==> src/rtl/axis_upsizer.sv <==
// Packs RATIO narrow AXI-Stream beats into one wide beat; tlast flushes a partial
// word with per-lane tkeep so packet boundaries survive the width change.
module axis_upsizer #(
  parameter int AXI_DATA_WIDTH = 32,
  parameter int RATIO          = 2
) (
  input  logic                            aclk,
  input  logic                            aresetn,
  input  logic [AXI_DATA_WIDTH-1:0]       s_axis_tdata,
  input  logic                            s_axis_tvalid,
  input  logic                            s_axis_tlast,
  output logic                            s_axis_tready,
  output logic [AXI_DATA_WIDTH*RATIO-1:0] m_axis_tdata,
  output logic [RATIO-1:0]                m_axis_tkeep,
  output logic                            m_axis_tvalid,
  output logic                            m_axis_tlast,
  input  logic                            m_axis_tready
);
  localparam int W  = AXI_DATA_WIDTH;
  localparam int CW = $clog2(RATIO);

  logic [CW-1:0]             r_cnt;
  logic [RATIO-1:0][W-1:0]   r_acc;
  logic [RATIO-1:0]          r_keep;
  logic [RATIO-1:0][W-1:0]   r_out_data;
  logic [RATIO-1:0]          r_out_keep;
  logic                      r_out_vld;
  logic                      r_out_last;

  logic                      w_s_ready;
  logic                      w_accept;
  logic                      w_done;
  logic [RATIO-1:0]          w_lane_bit;
  logic [RATIO-1:0][W-1:0]   w_merged;

  // Ready depends only on output-register state and downstream ready.
  assign w_s_ready  = !r_out_vld || m_axis_tready;
  assign w_accept   = s_axis_tvalid && w_s_ready;
  assign w_done     = w_accept && ((r_cnt == CW'(RATIO-1)) || s_axis_tlast);
  assign w_lane_bit = RATIO'(1) << r_cnt;

  always_comb begin
    w_merged        = r_acc;
    w_merged[r_cnt] = s_axis_tdata;
  end

  always_ff @(posedge aclk or negedge aresetn) begin
    if (!aresetn) begin
      r_cnt      <= '0;
      r_acc      <= '0;
      r_keep     <= '0;
      r_out_data <= '0;
      r_out_keep <= '0;
      r_out_vld  <= 1'b0;
      r_out_last <= 1'b0;
    end else if (w_done) begin
      // Accumulator clears so lanes beyond a tlast flush read as zero next word.
      r_out_data <= w_merged;
      r_out_keep <= r_keep | w_lane_bit;
      r_out_last <= s_axis_tlast;
      r_out_vld  <= 1'b1;
      r_cnt      <= '0;
      r_acc      <= '0;
      r_keep     <= '0;
    end else begin
      if (r_out_vld && m_axis_tready) r_out_vld <= 1'b0;
      if (w_accept) begin
        r_acc  <= w_merged;
        r_keep <= r_keep | w_lane_bit;
        r_cnt  <= r_cnt + CW'(1);
      end
    end
  end

  assign s_axis_tready = w_s_ready;
  assign m_axis_tdata  = r_out_data;
  assign m_axis_tkeep  = r_out_keep;
  assign m_axis_tvalid = r_out_vld;
  assign m_axis_tlast  = r_out_last;
endmodule
==> config.mk <==
export PLATFORM = sky130hd
export DESIGN_NAME = axis_upsizer
export DESIGN_NICKNAME = d
export VERILOG_FILES = /design/src/rtl/axis_upsizer.sv
export SDC_FILE = /design/constraint.sdc
export NUM_CORES = 1
export LEC_CHECK = 0
export BUFFER_PORTS_ARGS = -buffer_cell sky130_fd_sc_hd__buf_2
export CAP_MARGIN = 20
export CELL_PAD_IN_SITES_DETAIL_PLACEMENT = 0
export CELL_PAD_IN_SITES_GLOBAL_PLACEMENT = 1
export CORE_UTILIZATION = 45
export CTS_CLUSTER_SIZE = 14
export DETAILED_ROUTE_END_ITERATION = 8
export PLACE_DENSITY = 0.8
export SYNTH_ARGS = -nofsm -noshare
export SYNTH_HDL_FRONTEND = slang
export SYNTH_SLANG_ARGS = --single-unit
==> constraint.sdc <==
create_clock -name aclk -period 1.8 [get_ports aclk]
set_input_delay 0.36 -clock aclk [delete_from_list [all_inputs] [get_ports aclk]]
set_output_delay 0.36 -clock aclk [all_outputs]
set_load 0.02 [all_outputs]
After elaboration in Yosys (flattened, before gate mapping)
Cells that the tools add are included.
- register bits: 135
- latch bits: 0
- bits in writable memories: 0
- bits in read-only memories: 0
- input port bits: 37
- word-level logic and storage cells: 34
- memories kept: 0
- add/sub/neg operators: 1
- multipliers: 0
- div/mod/pow operators: 0
- order comparisons: 2
- equality and inequality tests: 0
- shift operators: 1
- mux-type cells: 11
- bitwise gates (word level): 1
- reductions and logical operators: 9
- operators by type and width (cell ; count):
    64-bit 2-to-1 mux ; 2
    64-bit bitwise mux ; 1
    32-bit demux with 1-bit select ; 1
    32-bit 2-to-1 mux ; 1
    1-bit logical AND ; 4
    1-bit 2-to-1 mux ; 4
    2-bit 2-to-1 mux ; 2
    2-bit nonzero test ; 2
    1-bit logical OR ; 2
    1-bit by 2-bit < comparator with 1-bit output, second input constant ; 1
    2-bit OR ; 1
    1-bit by 1-bit << shifter with 2-bit output, first input constant ; 1
    1-bit adder, second input constant ; 1
    1-bit >= comparator, second input constant ; 1
    1-bit logical NOT ; 1

Logic depth before layout (Yosys ltp)
- depth after elaboration: 7
- depth in mapped cells: 6

Least setup slack after synthesis
No wires, ideal clock.
- kind: flip-flop to flip-flop
- start point: register r_cnt
- end point: register r_out_data, in the netlist m_axis_tdata[0]
- library setup time: 0.125 ns
- arrival: 1.396 ns
- data required time: 1.675 ns
- setup slack: 0.279 ns
- stages on the path, launching flop included: 6
- clock period less this slack: 1.521 ns
- path through: dfrtp_1 > buf_2 > or2_1 > nand3_2 > buf_2 > mux2_2
- cells in the longest elaborated chain, start to end: 5
- RTL lines (what ; RTL line ; source):
    from (decl) ; 22 ; logic [CW-1:0] r_cnt;
    from (signal assigned) ; 70 ; r_cnt <= r_cnt + CW'(1);
    1-bit by 2-bit < comparator with 1-bit output (implied by the code) / 1-bit >= comparator (equally long branches) ; 44 ; w_merged[r_cnt] = s_axis_tdata;
    1-bit logical AND (implied by the code) ; 44 ;
    32-bit 2-to-1 mux (implied by the code) ; 44 ;
    32-bit demux with 1-bit select ; 44 ;
    64-bit bitwise mux ; 44 ;
    to (signal assigned) ; 58 ; r_out_data <= w_merged;
    to (decl) ; 25 ; logic [RATIO-1:0][W-1:0] r_out_data;
Parallel ways exist; a longest one is shown, timed or not.
A chain may end at the register's enable or synchronous reset.

Worst setup path after layout
- start point: register r_out_vld, in the netlist m_axis_tvalid
- end point: output port s_axis_tready
- cells in the longest elaborated chain, start to end: 2
- RTL lines (what ; RTL line ; source):
    from (decl) ; 27 ; logic r_out_vld;
    from (signal assigned) ; 54 ; r_out_vld <= 1'b0;
    from (signal assigned) ; 61 ; r_out_vld <= 1'b1;
    from (signal assigned) ; 66 ; if (r_out_vld && m_axis_tready) r_out_vld <= 1'b0;
    1-bit logical NOT ; 37 ; assign w_s_ready = !r_out_vld || m_axis_tready;
    1-bit logical OR ; 37 ;
    to (decl) ; 12 ; output logic s_axis_tready,
Every way passes these cells.

==> summary.txt <==
synth warn: 0
Worst path max stage delay: 0.38 ns
Crit Path Max Fanout: 12
Synth Area in Simple Gates: 7.711%
Placer Congestion: 0.7388
clk buf depth: 2
GRT Total Usage: 19.72%
clock root buffer: clkbuf_16
P_sw: 0.003229 W
chip width: 115.3 um
Slowest-stage cell, CP: dfrtp_1
Via-to-Cell Ratio: 5.111
Final min period: 1.682 ns
Tcrit/Tclk final: 93.47%
Iteration-0 DRC Markers: 138
max cap viols: 0
critical path required time: 1.44 ns
Leak: 3.544 nW
post-DP HPWL: 7642 um
CP Cell Sequence: nand2b_2 > buf_4 > buf_2
via count: 3,741
post-CTS sizing: 0
vias in the first global route: 3,807
core area: 12,570 um2
TritonCTS clock tree: yes
worst path bufs/invs: 2
sw frac: 30.07%
dpl cells: 700
fmax: 594.4 MHz
Setup CP Type: flip-flop to output pin
Layout Nets: 585
worst-margin pin slew: 0.4905 ns
#FFs+latches synth: 135
Post-DP Area: 6569 um2
Mean Syn Cell Area: 13.10 um2
antenna cells: 0
antenna violations before repair: 0
Gate power share: 27.4%
Critical Path End Type: output pin
main combinational cell family by area after synthesis: multiplexers
GRT overflow: 0
power consumption: 0.01074 W
first-pass GRT wire length: 19,640 um
final number of hold-violating endpoints: 0
CTS buffer count: 17
Hold Path Class: input pin to flip-flop
Seq/Total Area, Yosys: 58.48%
final core occ: 57.45%
Worst-Skew Late Latency: 0.42 ns
RSZ-0062 raised after global routing: no
synthesized area: 5777 um2
Finished Layout Cells: 732
# rows: 41
H-tree level count: 4
PD cells: 1487 nW/um2
DRT antenna net count: 0
Buffers on Ports: 105
r2r setup slk: 0.18 ns
largest net degree at the start of global routing: 69
Crit path max-delay family: buffers and inverters
status: finished, final reports clean
Mapped Nets: 478
xor/xnor share of the synthesized area: 0%
Die Ht: 115.3 um
Setup TNS: 0 ns
Max-slew headroom: 67.30%
Internal: 0.007509 W
Seq pwr share: 37.9%
Final Setup Violations: 0
compound-cell area share of the yosys netlist: 3.465%
Num Clock Sinks: 135
Finished Cell Area: 7221 um2
Layout Skew: 0.008698 ns
Slew Limit Fails: 0
drt drc: 0
Die ar.: 13,290 um2
Synth Instances: 441
CP startpoint kind: flip-flop
Ports: 106
area growth from synthesis to final layout: 24.99%
Max VDD drop: 0.0006662 V
share of post-route cells with drive strength above 1: 50.54%
starting density of the core: 45.96%
Setup Buffers After CTS: 0
post-synth cell types: 23
mux cell area share after synthesis: 25.34%
First-pass DRT Iterations: 4
Avg WL per Cell: 16.25 um
worst path arrival time: 1.32 ns
post-synthesis adder-cell area fraction: 0%
Post-Route WL: 11,890 um
Worst-path clk slew: 0.06 ns
Fill cells: 1,047
clock power share: 34.7%
-- final timing paths --
path,to,start,depth (start not counted)
worst max-delay path,s_axis_tready,m_axis_tvalid,3
worst min-delay path,r_acc[15],s_axis_tdata[15],3
worst max register to register,m_axis_tdata[17],r_cnt,4
worst min register to register,r_acc[45],r_acc[45],1
max in group asynchronous,r_acc[0],aresetn,3
min in group asynchronous,m_axis_tdata[33],aresetn,2
-- repair_timing --
item	4_1_cts	5_1_grt
setup endpoints to repair	0	0
hold buffers	1	0
hold endpoints to repair	30	0
-- flip-flops by register name (all words and copies together), names as in the netlist --
signal,cells
m_axis_tdata,64
m_axis_tkeep,2
r_acc,64
r_keep,2
m_axis_tvalid,1
r_cnt,1
m_axis_tlast,1
-- placed cells by master, fill, tap and decap left out, types with 4 or more instances in the layout --
cell type and n:
and2_1 33, dfrtp_1 134, buf_2 104, o21ai_0 32, nand4_1 32, inv_1 34
buf_4 9, clkbuf_16 17, bufinv_16 4, mux2_2 130, buf_12 6, clkbuf_8 5
-- per-layer routing --
| metal | part of all wire [%] | wire length, um | track usage, % | up-vias |
|---|---|---|---|---|
| met5 | 0 | 0 | 0 | - |
| met4 | 1.8 | 217 | 8.918 | 0 |
| met3 | 3.6 | 433 | 5.271 | 14 |
| met2 | 48 | 5673 | 30.50 | 90 |
| met1 | 47 | 5567 | 26.02 | 1891 |
| li1 | - | - | - | 1746 |
-- worst register-to-register path: cells and delay by family, from the launching register on --
family | cells | cell delay (ns)
and+or+nand+nor | 2 | 0.48
DFF | 1 | 0.42
muxes | 1 | 0.37
buffers and inverters | 1 | 0.23
-- cell usage after synthesis (all sizes together) --
master	number	area (um2)
dfrtp	135	3378
mux2	130	1464
inv	34	127.6
and2	33	206.5
nand4	32	200.2
o21ai	32	160.2
buf	18	102.6
clkbuf	15	58.81
nand3	2	15.01
nor2	2	7.510
a21oi	1	5.000
a22o	1	8.760
a2bb2oi	1	8.760
a41oi	1	8.760
nand2	1	3.750
nand2b	1	6.260
o22a	1	8.760
or2	1	6.260
-- final cells by class --
type,count,area (um2),share of cell area (%)
sequential,135,3379,46.80
multi-input combinational,239,2127,29.46
timing repair buffer,121,729.5,10.10
clock buffer,24,501.7,6.949
tap,172,215.2,2.980
clock inverter,7,140.1,1.941
inverter,34,127.6,1.767
-- stage by stage --
step                      setup WS (ns)  hold slack, ns
after floorplan                  0.2794         0.06441
after global placement           0.1694          0.1673
after detailed placement         0.1412          0.1666
after CTS                       0.08937          0.2101
after global routing            0.06148          0.2348
final                            0.1176          0.2282
-- power groups by stage --
stage / combinational, W / sequential (W) / clock (W)
after global routing: 0.00321 / 0.00414 / 0.00392
after floorplan: 0.00131 / 0.00472 / 0
after global placement: 0.00293 / 0.00409 / 0
after detailed placement: 0.00298 / 0.00411 / 0
final: 0.00295 / 0.00407 / 0.00373
after CTS: 0.00300 / 0.00407 / 0.00381
-- cell families after synthesis --
family | after synthesis
multiplexers | 130
AO/OA/AOI/OAI | 37
AND/OR/NAND/NOR | 72
buffers and inverters | 67
flip-flops | 135
Power figures use the tool's default switching activity.
